$ cat src/rtl/ranc_pkg.sv
// Shared field layout, packet helpers and FSM states
// for the RANC grid west-edge dispatcher.
package ranc_pkg;

  localparam int PKT_W    = 30;
  localparam int DX_MSB   = 29;
  localparam int DX_LSB   = 21;
  localparam int DY_MSB   = 20;
  localparam int DY_LSB   = 12;
  localparam int DY_W     = DY_MSB - DY_LSB + 1;

  typedef enum logic [1:0] {
    ST_IDLE     = 2'd0,
    ST_WAIT     = 2'd1,
    ST_DISPATCH = 2'd2
  } state_t;

  typedef struct packed {
    logic [DY_W-1:0]  dy;
    logic [PKT_W-1:0] fwd;
  } split_t;

  // dy as seen by the router, plus the packet as
  // forwarded into the row with dy cleared
  function automatic split_t split_dy(
    input logic [PKT_W-1:0] p
  );
    split_t s;
    s.dy  = p[DY_MSB:DY_LSB];
    s.fwd = {p[DX_MSB:DX_LSB],
             {DY_W{1'b0}},
             p[DY_LSB-1:0]};
    return s;
  endfunction

endpackage

$ cat src/rtl/ranc_dispatch_fifo.sv
// Per-row packet queue with a registered read port,
// matching the timing of the host input buffer.
module ranc_dispatch_fifo
  import ranc_pkg::*;
#(
  parameter int WIDTH = 30,
  parameter int DEPTH = 4
) (
  input  logic             clk,
  input  logic             reset_n,
  input  logic             push,
  input  logic [WIDTH-1:0] push_data,
  input  logic             pop,
  output logic [WIDTH-1:0] data,
  output logic             empty,
  output logic             full
);

  localparam int AW = $clog2(DEPTH);

  logic [WIDTH-1:0] mem [DEPTH];
  logic [AW-1:0]    wr_ptr;
  logic [AW-1:0]    rd_ptr;
  logic [AW:0]      count;
  logic             push_ok;
  logic             pop_ok;

  assign empty   = (count == '0);
  assign full    = (count == (AW+1)'(DEPTH));
  assign push_ok = push && !full;
  assign pop_ok  = pop && !empty;

  always_ff @(posedge clk) begin
    if (push_ok) begin
      mem[wr_ptr] <= push_data;
    end
  end

  always_ff @(posedge clk or negedge reset_n) begin
    if (!reset_n) begin
      wr_ptr <= '0;
      rd_ptr <= '0;
      count  <= '0;
      data   <= '0;
    end else begin
      if (push_ok) begin
        wr_ptr <= wr_ptr + 1'b1;
      end
      if (pop_ok) begin
        rd_ptr <= rd_ptr + 1'b1;
        data   <= mem[rd_ptr];
      end
      unique case ({push_ok, pop_ok})
        2'b10:   count <= count + 1'b1;
        2'b01:   count <= count - 1'b1;
        default: count <= count;
      endcase
    end
  end

endmodule

$ cat src/rtl/ranc_grid_west_dispatcher.sv
// Routes host packets to per-row west queues by dy
// and folds per-core status into grid-level flags.
module ranc_grid_west_dispatcher
  import ranc_pkg::*;
#(
  parameter int GRID_DIMENSION_X = 2,
  parameter int GRID_DIMENSION_Y = 2,
  parameter int PACKET_WIDTH     = 30,
  parameter int ROW_FIFO_DEPTH   = 4,
  parameter int DROP_CNT_WIDTH   = 16
) (
  input  logic clk,
  input  logic reset_n,
  input  logic input_buffer_empty,
  input  logic [PACKET_WIDTH-1:0] packet_in,
  output logic ren_to_input_buffer,
  output logic [GRID_DIMENSION_Y*PACKET_WIDTH-1:0]
               west_in,
  output logic [GRID_DIMENSION_Y-1:0] empty_in_west,
  input  logic [GRID_DIMENSION_Y-1:0] ren_out_west,
  input  logic [GRID_DIMENSION_X*GRID_DIMENSION_Y-1:0]
               core_done,
  input  logic [GRID_DIMENSION_X*GRID_DIMENSION_Y-1:0]
               token_controller_error,
  input  logic [GRID_DIMENSION_X*GRID_DIMENSION_Y-1:0]
               scheduler_error,
  output logic cores_done,
  output logic token_controller_error_any,
  output logic scheduler_error_any,
  output logic route_error,
  output logic [DROP_CNT_WIDTH-1:0] dropped_count
);

  localparam int Y  = GRID_DIMENSION_Y;
  localparam int RW = (Y > 1) ? $clog2(Y) : 1;

  state_t           state;
  state_t           next_state;
  logic [PKT_W-1:0] hold;
  split_t           dec;
  logic             row_ok;
  logic [RW-1:0]    row;
  logic [Y-1:0]     push;
  logic [Y-1:0]     full;
  logic             drop;

  assign dec    = split_dy(hold);
  assign row_ok = !dec.dy[DY_W-1] &&
                  (32'(dec.dy) < 32'(Y));
  assign row    = dec.dy[RW-1:0];
  assign drop   = (state == ST_DISPATCH) && !row_ok;

  always_comb begin
    next_state          = state;
    ren_to_input_buffer = 1'b0;
    push                = '0;
    unique case (state)
      ST_IDLE: begin
        if (!input_buffer_empty) begin
          ren_to_input_buffer = 1'b1;
          next_state          = ST_WAIT;
        end
      end
      ST_WAIT: next_state = ST_DISPATCH;
      ST_DISPATCH: begin
        if (!row_ok) begin
          next_state = ST_IDLE;
        end else if (!full[row]) begin
          push[row]  = 1'b1;
          next_state = ST_IDLE;
        end
      end
      default: next_state = ST_IDLE;
    endcase
  end

  always_ff @(posedge clk or negedge reset_n) begin
    if (!reset_n) begin
      state <= ST_IDLE;
      hold  <= '0;
    end else begin
      state <= next_state;
      if (state == ST_WAIT) begin
        hold <= packet_in;
      end
    end
  end

  always_ff @(posedge clk or negedge reset_n) begin
    if (!reset_n) begin
      route_error   <= 1'b0;
      dropped_count <= '0;
    end else if (drop) begin
      route_error <= 1'b1;
      if (dropped_count != '1) begin
        dropped_count <= dropped_count + 1'b1;
      end
    end
  end

  always_ff @(posedge clk or negedge reset_n) begin
    if (!reset_n) begin
      cores_done                 <= 1'b0;
      token_controller_error_any <= 1'b0;
      scheduler_error_any        <= 1'b0;
    end else begin
      cores_done <= (&core_done) &&
                    (&empty_in_west) &&
                    (state == ST_IDLE) &&
                    input_buffer_empty;
      token_controller_error_any <=
        token_controller_error_any |
        (|token_controller_error);
      scheduler_error_any <=
        scheduler_error_any | (|scheduler_error);
    end
  end

  for (genvar r = 0; r < Y; r++) begin : g_row
    ranc_dispatch_fifo #(
      .WIDTH (PACKET_WIDTH),
      .DEPTH (ROW_FIFO_DEPTH)
    ) u_fifo (
      .clk       (clk),
      .reset_n   (reset_n),
      .push      (push[r]),
      .push_data (dec.fwd),
      .pop       (ren_out_west[r]),
      .data      (west_in[r*PACKET_WIDTH +:
                          PACKET_WIDTH]),
      .empty     (empty_in_west[r]),
      .full      (full[r])
    );
  end

endmodule

$ cat config.mk
export PLATFORM = sky130hd
export DESIGN_NAME = ranc_grid_west_dispatcher
export DESIGN_NICKNAME = d
export VERILOG_FILES = /design/src/rtl/ranc_pkg.sv /design/src/rtl/ranc_dispatch_fifo.sv /design/src/rtl/ranc_grid_west_dispatcher.sv
export SDC_FILE = /design/constraint.sdc
export NUM_CORES = 1
export LEC_CHECK = 0
export BUFFER_PORTS_ARGS = -buffer_cell sky130_fd_sc_hd__clkbuf_2
export CAP_MARGIN = 20
export CORE_ASPECT_RATIO = 1.1
export CORE_MARGIN = 10
export CORE_UTILIZATION = 57
export CTS_CLUSTER_DIAMETER = 30
export DETAILED_ROUTE_END_ITERATION = 16
export PLACE_DENSITY = 0.83
export SKIP_CTS_REPAIR_TIMING = 1
export SLEW_MARGIN = 25
export SYNTH_ARGS = -nofsm -noshare
export SYNTH_HDL_FRONTEND = slang
export SYNTH_SLANG_ARGS = --single-unit
$ cat constraint.sdc
create_clock -name clk -period 2.66 [get_ports clk]
set_input_delay 0.399 -clock clk [delete_from_list [all_inputs] [get_ports clk]]
set_output_delay 0.399 -clock clk [all_outputs]
set_load 0.01 [all_outputs]
==> results of run 1 <==
layout by cell type (no fill, tap or decap), drive strengths merged:
cell type,netlist,final
edfxtp,168,168
clkbuf,4,156
dfrtp,108,108
mux2,76,76
mux4,42,42
inv,16,30
buf,35,22
xnor2,20,20
conb,1,18
clkinv,0,12
ha,11,11
nand4,11,11
and2,10,10
and3,8,8
nor3,7,7
nand2,7,7
nand3,7,7
nor2,6,6
clkinvlp,0,6
nand2b,5,5
xor2,5,5
nor4,4,4
a21oi,3,3
mux2i,3,3
bufinv,0,3
fa,2,2
nor4b,2,2
or4,1,1
a2111oi,1,1
o31ai,1,1
or2,1,1
dlygate4sd3,0,1
routing by layer:
metal,global-route usage,vias up,routed length (um)
met5,0,-,0
met4,0.0617,0,539
met3,0.0451,40,1420
met2,0.319,203,11700
met1,0.230,2866,8850
li1,-,2452,-
how the worst min path moves through the flow:
stage	slack, ns	to	startpoint
after floorplan	0.10	cores_done$_DFF_PN0_	reset_n
after global placement	0.44	token_controller_error_any$_DFF_PN0_	token_controller_error_any$_DFF_PN0_
after detailed placement	0.46	scheduler_error_any$_DFF_PN0_	scheduler_error_any$_DFF_PN0_
final	0.06	state[0]$_DFFE_PN0P_	input_buffer_empty
after global routing	0.05	state[0]$_DFFE_PN0P_	input_buffer_empty
after CTS	-0.1	g_row[1].u_fifo.data[3]$_DFFE_PN0P_	reset_n
per-stage QoR:
step	total power (uW)	hold slack, ns	setup WS, ns	util	instances
finish	14800	0.0555	0.349	0.715	1000
detailed placement	9100	0.455	0.374	0.630	918
CTS	15000	-0.0955	0.332	0.714	999
global placement	8900	0.440	0.466	0.630	918
floorplan	7970	0.103	0.384	-	582
global route	15400	0.0530	0.175	0.715	1000
Yosys cell counts (7+ instances only):
master	number	area (um^2)
sky130_fd_sc_hd__buf_1	9	33.8
sky130_fd_sc_hd__buf_4	20	150
sky130_fd_sc_hd__mux2_2	73	822
sky130_fd_sc_hd__edfxtp_1	168	5040
sky130_fd_sc_hd__dfrtp_1	108	2700
sky130_fd_sc_hd__mux4_2	42	946
sky130_fd_sc_hd__inv_1	16	60.1
sky130_fd_sc_hd__xnor2_1	20	175
sky130_fd_sc_hd__nor3_1	7	35.0
sky130_fd_sc_hd__ha_1	11	138
sky130_fd_sc_hd__and2_1	9	56.3
sky130_fd_sc_hd__nand4_1	10	62.6
sky130_fd_sc_hd__and3_1	8	50.1
report_power, final:
group	switching [uW]	total, uW	leakage, uW	internal [uW]
Clock	2250	5810	0.000742	3560
Combinational	1350	2870	0.00161	1530
Sequential	703	6120	0.00280	5420
Total	4300	14800	0.00516	10500
registers in the layout (all words and copies together) (netlist names), 2 cells and up:
name / flops
g_row.u_fifo.wr_ptr: 4
g_row.u_fifo.count: 6
hold: 30
state: 2
g_row.u_fifo.rd_ptr: 4
g_row.u_fifo.mem: 168
dropped_count: 16
g_row.u_fifo.data: 42
logic make-up (layout without fill, tap and decap cells):
kind of cell / Yosys count / after routing / share of synthesized area
flops: 276 / 276 / 0.719
compound gates: 5 / 5 / 0.00348
simple gates: 69 / 69 / 0.0434
xor+xnor: 25 / 25 / 0.0203
fa+ha+maj: 13 / 13 / 0.0165
buf+inv: 55 / 230 / 0.0268
mux: 121 / 121 / 0.170
other cells: 1 / 18 / 0.000348
area by class of cell:
type	count	area [um^2]	share of cell area
tap	243	304	0.0230
sequential	276	7750	0.587
inverter	16	60.1	0.00455
clock buffer	46	1140	0.0863
timing repair buffer	133	738	0.0559
clock inverter	35	413	0.0313
multi-input combinational	251	2810	0.212
critical path: stages (launching register included):
cell and delay [ns]:
sky130_fd_sc_hd__dfrtp_1 0.41, sky130_fd_sc_hd__nor4_4 0.36, sky130_fd_sc_hd__nand2_2 0.16, sky130_fd_sc_hd__nor4b_4 0.32, sky130_fd_sc_hd__inv_1 0.07, sky130_fd_sc_hd__ha_1 0.21
sky130_fd_sc_hd__inv_1 0.07, sky130_fd_sc_hd__fa_1 0.18, sky130_fd_sc_hd__xor2_1 0.17, sky130_fd_sc_hd__nor2_1 0.08, sky130_fd_sc_hd__xor2_1 0.15
==> results, run 1 <==
- The number of global-route vias before repair is 6218.
- The number of nets in the layout is 782.
- The number of antenna violations at the first check in global routing is 0.
- In this run the remaining antenna-violating nets after routing total 0.
- The layout overhead on the synthesized area is 22.5%.
- The number of fill cells is 1143.
- The detailed router finished its first iteration with 400 violations.
- The number of pins exceeding their max-slew limit in the final report is 0.
- The worst setup path is captured at a flip-flop.
- The type of the most critical hold path is in -> reg.
- Synthesis produced 565 cells.
- Wires add up to 22.5 mm.
- The tree is rooted in a sky130_fd_sc_hd__clkbuf_16.
- The number of detailed-routing iterations run before antenna repair is 4.
- For this design, the sink count on the clock tree is 276.
- Detailed placement finished with a half-perimeter wire length of 14.5 mm.
- The flip-flop and latch count after synthesis is 276.
- Data arrives at the worst endpoint at 2.72 ns.
- The analysis attributes to cell leakage a power of 0.00516 uW.
- The area of placed instances is 11600 um^2.
- In this run the register-to-register setup slack is 0.35 ns.
- The cell area that synthesis handed to floorplanning was 10800 um^2.
- In this run the standard cell core region covers 18500 um^2.
- The width of the die is 151 um.
- The worst setup path is of the reg -> reg kind.
- The number of clock buffers inserted by TritonCTS is 44.
- The congestion estimate from routability-driven global placement came to 0.821.
- The first element of the critical path is hold[19]$_DFFE_PN0N_.
- For the pin with the worst max-slew slack, the measured transition is 0.670 ns.
- The total negative setup slack is 0 ns.
- The power per unit of standard cell area is 1120 nW/um^2.
- The portion of the clock cycle consumed by the worst path in the final layout is 0.869.
- The clock period could shrink to 2.31 ns.
- The per-cell via count in the routed design is 5.56.
- The most critical setup path has its endpoint at g_row[1].u_fifo.count[2]$_DFFE_PN0P_.
- The worst clock skew is 0.0141 ns.
- STA classifies the critical path startpoint as a flip-flop.
- In this run, synthesis inferred 168 flip-flops with an integrated enable.
- The count of inserted antenna diode cells is 0.
- The depth of the worst register-to-register path is 10.
- From bottom edge to top edge, the die measures 164 um.
- The clock-pin slew of the registers on the worst-case setup and hold paths is 0.06 ns.
- The worst-case IR drop observed on VDD is 0.000627 V.
- For this run, the register share of the synthesized area comes to 0.719.
- The worst register-to-register path ends at g_row[1].u_fifo.count[2]$_DFFE_PN0P_.
- The first global-routing pass estimated 35.5 mm of wire.
- The row count is 52.
- The biggest fanout along the worst timing path is 3.
- The clock tree from TritonCTS is yes.
- Entering global routing, the biggest net connects 49 pins.
- The count of buffers from port buffering is 111.
- The tool flagged a number of max-cap violations equal to 0.
- The total grt overflow is 0.
- The relative slew slack is 0.553.
- Across all layers, the routed design uses 5561 vias.
- The effective utilization at floorplan is 0.583.
- Counting along the longest clock path gives a buffer depth of 3.
- At the worst endpoint, the required time is 3.07 ns.
- The final design area excluding fillers is 13200 um^2.
- The I/O pin total is 130.
- The synthesized area per cell is 19.1 um^2.
- CTS built an H-tree with a depth of 2.
- The total DRC errors in the routed layout is 0.
- For this run, the leading register cell type out of synthesis is sky130_fd_sc_hd__edfxtp_1.
- In the global route stage, overall resource usage came out at 0.187.
- Counting distinct cell types in the post-synthesis netlist gives 38.
- Setup violations remaining at the end of the flow were counted as 0.
- Of the cells placed in the final design, the portion with a size suffix greater than 1 is 0.448.
- The worst hold path was traced through 2 stages.
- During synthesis, Yosys emitted a total of 0 warnings.
- At the later pin of the worst-skew pair, clock insertion delay measures 0.54 ns.
- The final number of hold-violating endpoints came to 0.
- Of all flip-flops after synthesis, the portion carrying an async set or reset was 0.391.
- The full die area is 24800 um^2.
- Setup repair after global routing left no endpoint under its margin.
- The worst reg2reg path startpoint is hold[19]$_DFFE_PN0N_.
- The run finished with clean final reports.
- After detailed routing, the average wire length per cell comes to 22.5 um.
- Static timing analysis puts the maximum clock frequency at 0.433 GHz.
No activity file was read; power rests on OpenSTA's default activity.
==> run 2: changes to the inputs <==
GPL_TIMING_DRIVEN = 1   (was not set)
PLACE_DENSITY = 0.78   (was 0.83)
==> run 2 against run 1 <==
Effect of this change: sequential power grew 1%; sequential share of layout area is 0.25 points higher; utilization is 0.30 points lower; die area unchanged; highest routed layer unchanged.
==> results, run 2 (synthesized netlist as in run 1, its figures left out) <==
- More flip-flops sit in one register than any other, and that register is g_row.u_fifo.mem.
- The total length of routed met3 wires is 1.69 mm (+19%).
- The biggest fanout along the worst timing path is 3 (unchanged).
- The number of detailed-routing iterations run before antenna repair came to 4 (unchanged).
- The clock-pin slew of the registers on the worst-case setup and hold paths is 0.05 ns (about the same).
- In this run the top signal layer used is met4.
- The number of flip-flops in the largest register came to 168 (unchanged).
- The routed wire length is 22.9 mm (+1.7%).
- The critical path goes through nor4_4 -> nand2_2 -> nor4_4 -> inv_1 -> ha_1 -> inv_1 -> fa_1 -> xor2_1 -> nor2_1 -> xor2_1.
- The clock period minus worst slack is 2.30 ns (-0.00656 ns).
- The remaining antenna violation count is 0 (unchanged).
- The effective utilization at floorplan is 0.583 (unchanged).
- The count of buffers from port buffering came to 111 (unchanged).
- The total negative setup slack was 0 ns (unchanged).
- The run finished with clean final reports.
- The setup slack after placement is 0.363 ns (-0.0112 ns).
- The detailed-route wire length on metal 1 came to 8.36 mm (-5.6%).
- The total leakage power is 0.00513 uW (-0.55%).
- The total grt overflow is 0 (unchanged).
- The total clock sinks was 276 (unchanged).
- The kind of end point of the critical path is a flip-flop.
- The fraction of final layout cells with drive strength greater than 1 is 0.441 (-0.00719).
- The count of maximum capacitance violations is 0 (unchanged).
- The I/O pin total came to 130 (unchanged).
- The all-layer global routing usage is 0.192 (+0.00507).
- STA classifies the critical path startpoint as a flip-flop.
- The relative slew slack is 0.592 (+0.0390).
- The final critical-path setup slack is 0.356 ns (+0.00656 ns).
- The row count is 52 (unchanged).
- The later-pin clock latency in the skew report is 0.52 ns (-0.02 ns).
- The actual transition at the worst max-transition pin was 0.610 ns (-0.0596 ns).
- The largest buffer count on any clock path was 3 (unchanged).
- The kind of critical path is reg -> reg.
- The count of inserted antenna diode cells was 0 (unchanged).
- The number of clock buffers inserted by TritonCTS was 43 (-2.3%).
- The slowest stage of the critical path is the sky130_fd_sc_hd__dfrtp_1 cell.
- The detailed placer's ending HPWL is 14.4 mm (-0.50%).
- The commonest non-fill, non-tap cell in the layout is sky130_fd_sc_hd__edfxtp_1.
- The sequential fraction of design power is 0.423 (+0.009).
- The delay contributed by the slowest stage of the critical path is 0.40 ns (about the same).
- The buffers plus inverters on the worst setup path is 2 (unchanged).
- The full die area is 24800 um^2 (unchanged).
- The switching share of power was 0.280 (-0.0102).
- The via total after detailed routing came to 5549 (-0.22%).
- The largest net degree at the start of global routing is 48 (-2.0%).
- The worst hold path belongs to the class in -> reg.
- The number of global-route vias before repair came to 6322 (+1.7%).
- The data required time of the worst path is 3.06 ns (about the same).
- The clock root buffer is sky130_fd_sc_hd__clkbuf_16.
- The final-report setup violation count was 0 (unchanged).
- The wire length per cell after detailed routing came to 22.9 um (+1.6%).
- The number of pins exceeding their max-slew limit in the final report is 0 (unchanged).
- The fraction of power consumed by combinational cells is 0.197 (+0.003).
- The routability congestion estimate is 0.806 (-1.9%).
- The final number of hold-violating endpoints is 0 (unchanged).
- TritonCTS built the clock tree.
- The largest registers in the layout are g_row.u_fifo.mem x168, g_row.u_fifo.data x42, hold x30.
- The width of the die was 151 um (unchanged).
- The number of antenna violations at the first check in global routing is 0 (unchanged).
- The number of nets in the layout is 785 (+0.38%).
- The internal power consumption is 10500 uW (about the same).
- The net load switching power is 4090 uW (-4.8%).
- The global-route wire length before repair was 36.2 mm (+1.9%).
- The portion of the clock cycle consumed by the worst path in the final layout is 0.866 (-0.00247).
- The level count of the clock H-tree was 2 (unchanged).
- The vertical extent of the die is 164 um (unchanged).
- The library cells used most frequently in the layout, excluding fill and tap cells, are 168 x sky130_fd_sc_hd__edfxtp_1, 110 x sky130_fd_sc_hd__clkbuf_2, 108 x sky130_fd_sc_hd__dfrtp_1, 73 x sky130_fd_sc_hd__mux2_2, 43 x sky130_fd_sc_hd__clkbuf_16.
- The largest voltage drop on the vdd net is 0.000587 V (-6.4%).
- Compared with the post-synthesis result, the final layout area differs by 22.0%.
- The total DRC errors in the routed layout is 0 (unchanged).
- The clock network power share is 0.380 (-0.012).
- The standard cell core area is 18500 um^2 (unchanged).
- The signal arrival time at the worst endpoint is 2.70 ns (-0.02 ns).
- The highest attainable clock frequency is 0.434 GHz (+0.28%).
- The worst clock skew is 0.0203 ns (+0.00624 ns).
- Setup repair after global routing left no endpoint under its margin.
- The routed length on met2 came to 12.2 mm (+3.8%).
- The post-route core utilization is 0.712 (-0.00305).
- The initial detailed-routing violation count is 347 (-13%).
- The per-cell via count in the routed design is 5.54 (-0.32%).
- The cell type group with the largest total delay on the critical path is simple AND/OR/NAND/NOR gates.
- The power per unit of standard cell area came to 1110 nW/um^2 (-0.92%).
-- run 2: cell count changes in the layout (fill, tap and decap cells not counted), sizes merged --
cell,delta
buf,+4
clkinvlp,+1
clkinv,-4
clkbuf,+4
inv,-6
bufinv,+2
-- run 2: per-layer routing --
metal | up-vias | track usage
li1 | 2452 | -
met5 | - | 0
met2 | 215 | 0.329
met3 | 43 | 0.0545
met4 | 0 | 0.0753
met1 | 2839 | 0.224
-- run 2: layout make-up --
| cell class | instances | area (um^2) |
|---|---|---|
| multi-input combinational | 251 | 2810 |
| timing repair buffer | 137 | 781 |
| fill | 1138 | 5330 |
| clock buffer | 50 | 1110 |
| sequential | 276 | 7750 |
| tap | 243 | 304 |
| inverter | 16 | 60.1 |
| clock inverter | 28 | 342 |
-- run 2: worst register-to-register path: cells and delay by family, from the launching register on --
family	cells	cell delay (ns)
simple gates	4	0.92
flops	1	0.40
fa+ha+maj	2	0.40
xor+xnor	2	0.28
buf+inv	2	0.17
-- run 2: final timing paths --
check / from / endpoint / slack, ns / cells past startpoint
min reg2reg: scheduler_error_any$_DFF_PN0_ / scheduler_error_any$_DFF_PN0_ / 0.46 / 2
max reg2reg: hold[16]$_DFFE_PN0N_ / g_row[0].u_fifo.count[2]$_DFFE_PN0P_ / 0.36 / 10
max in group asynchronous: reset_n / hold[14]$_DFFE_PN0N_ / 1.47 / 3
max: hold[16]$_DFFE_PN0N_ / g_row[0].u_fifo.count[2]$_DFFE_PN0P_ / 0.36 / 10
min: input_buffer_empty / state[0]$_DFFE_PN0P_ / 0.07 / 2
min in group asynchronous: reset_n / g_row[1].u_fifo.data[3]$_DFFE_PN0P_ / 0.38 / 2
-- run 2: per-stage QoR --
stage	std cells	cell area [um^2]	total power [uW]	hold slack (ns)
after floorplan	582	10800	7970	0.103
after global placement	922	11700	8980	0.376
after detailed placement	922	11700	9140	0.377
after CTS	1000	13100	14800	-0.174
after global routing	1001	13200	15300	0.0551
final	1001	13200	14600	0.0739
-- run 2: power groups by stage --
stage / clock (uW) / sequential (uW) / combinational, uW
detailed placement: 0 / 6260 / 2880
floorplan: 0 / 6110 / 1860
global route: 5850 / 6290 / 3130
global placement: 0 / 6180 / 2800
finish: 5550 / 6180 / 2880
CTS: 5650 / 6200 / 2950
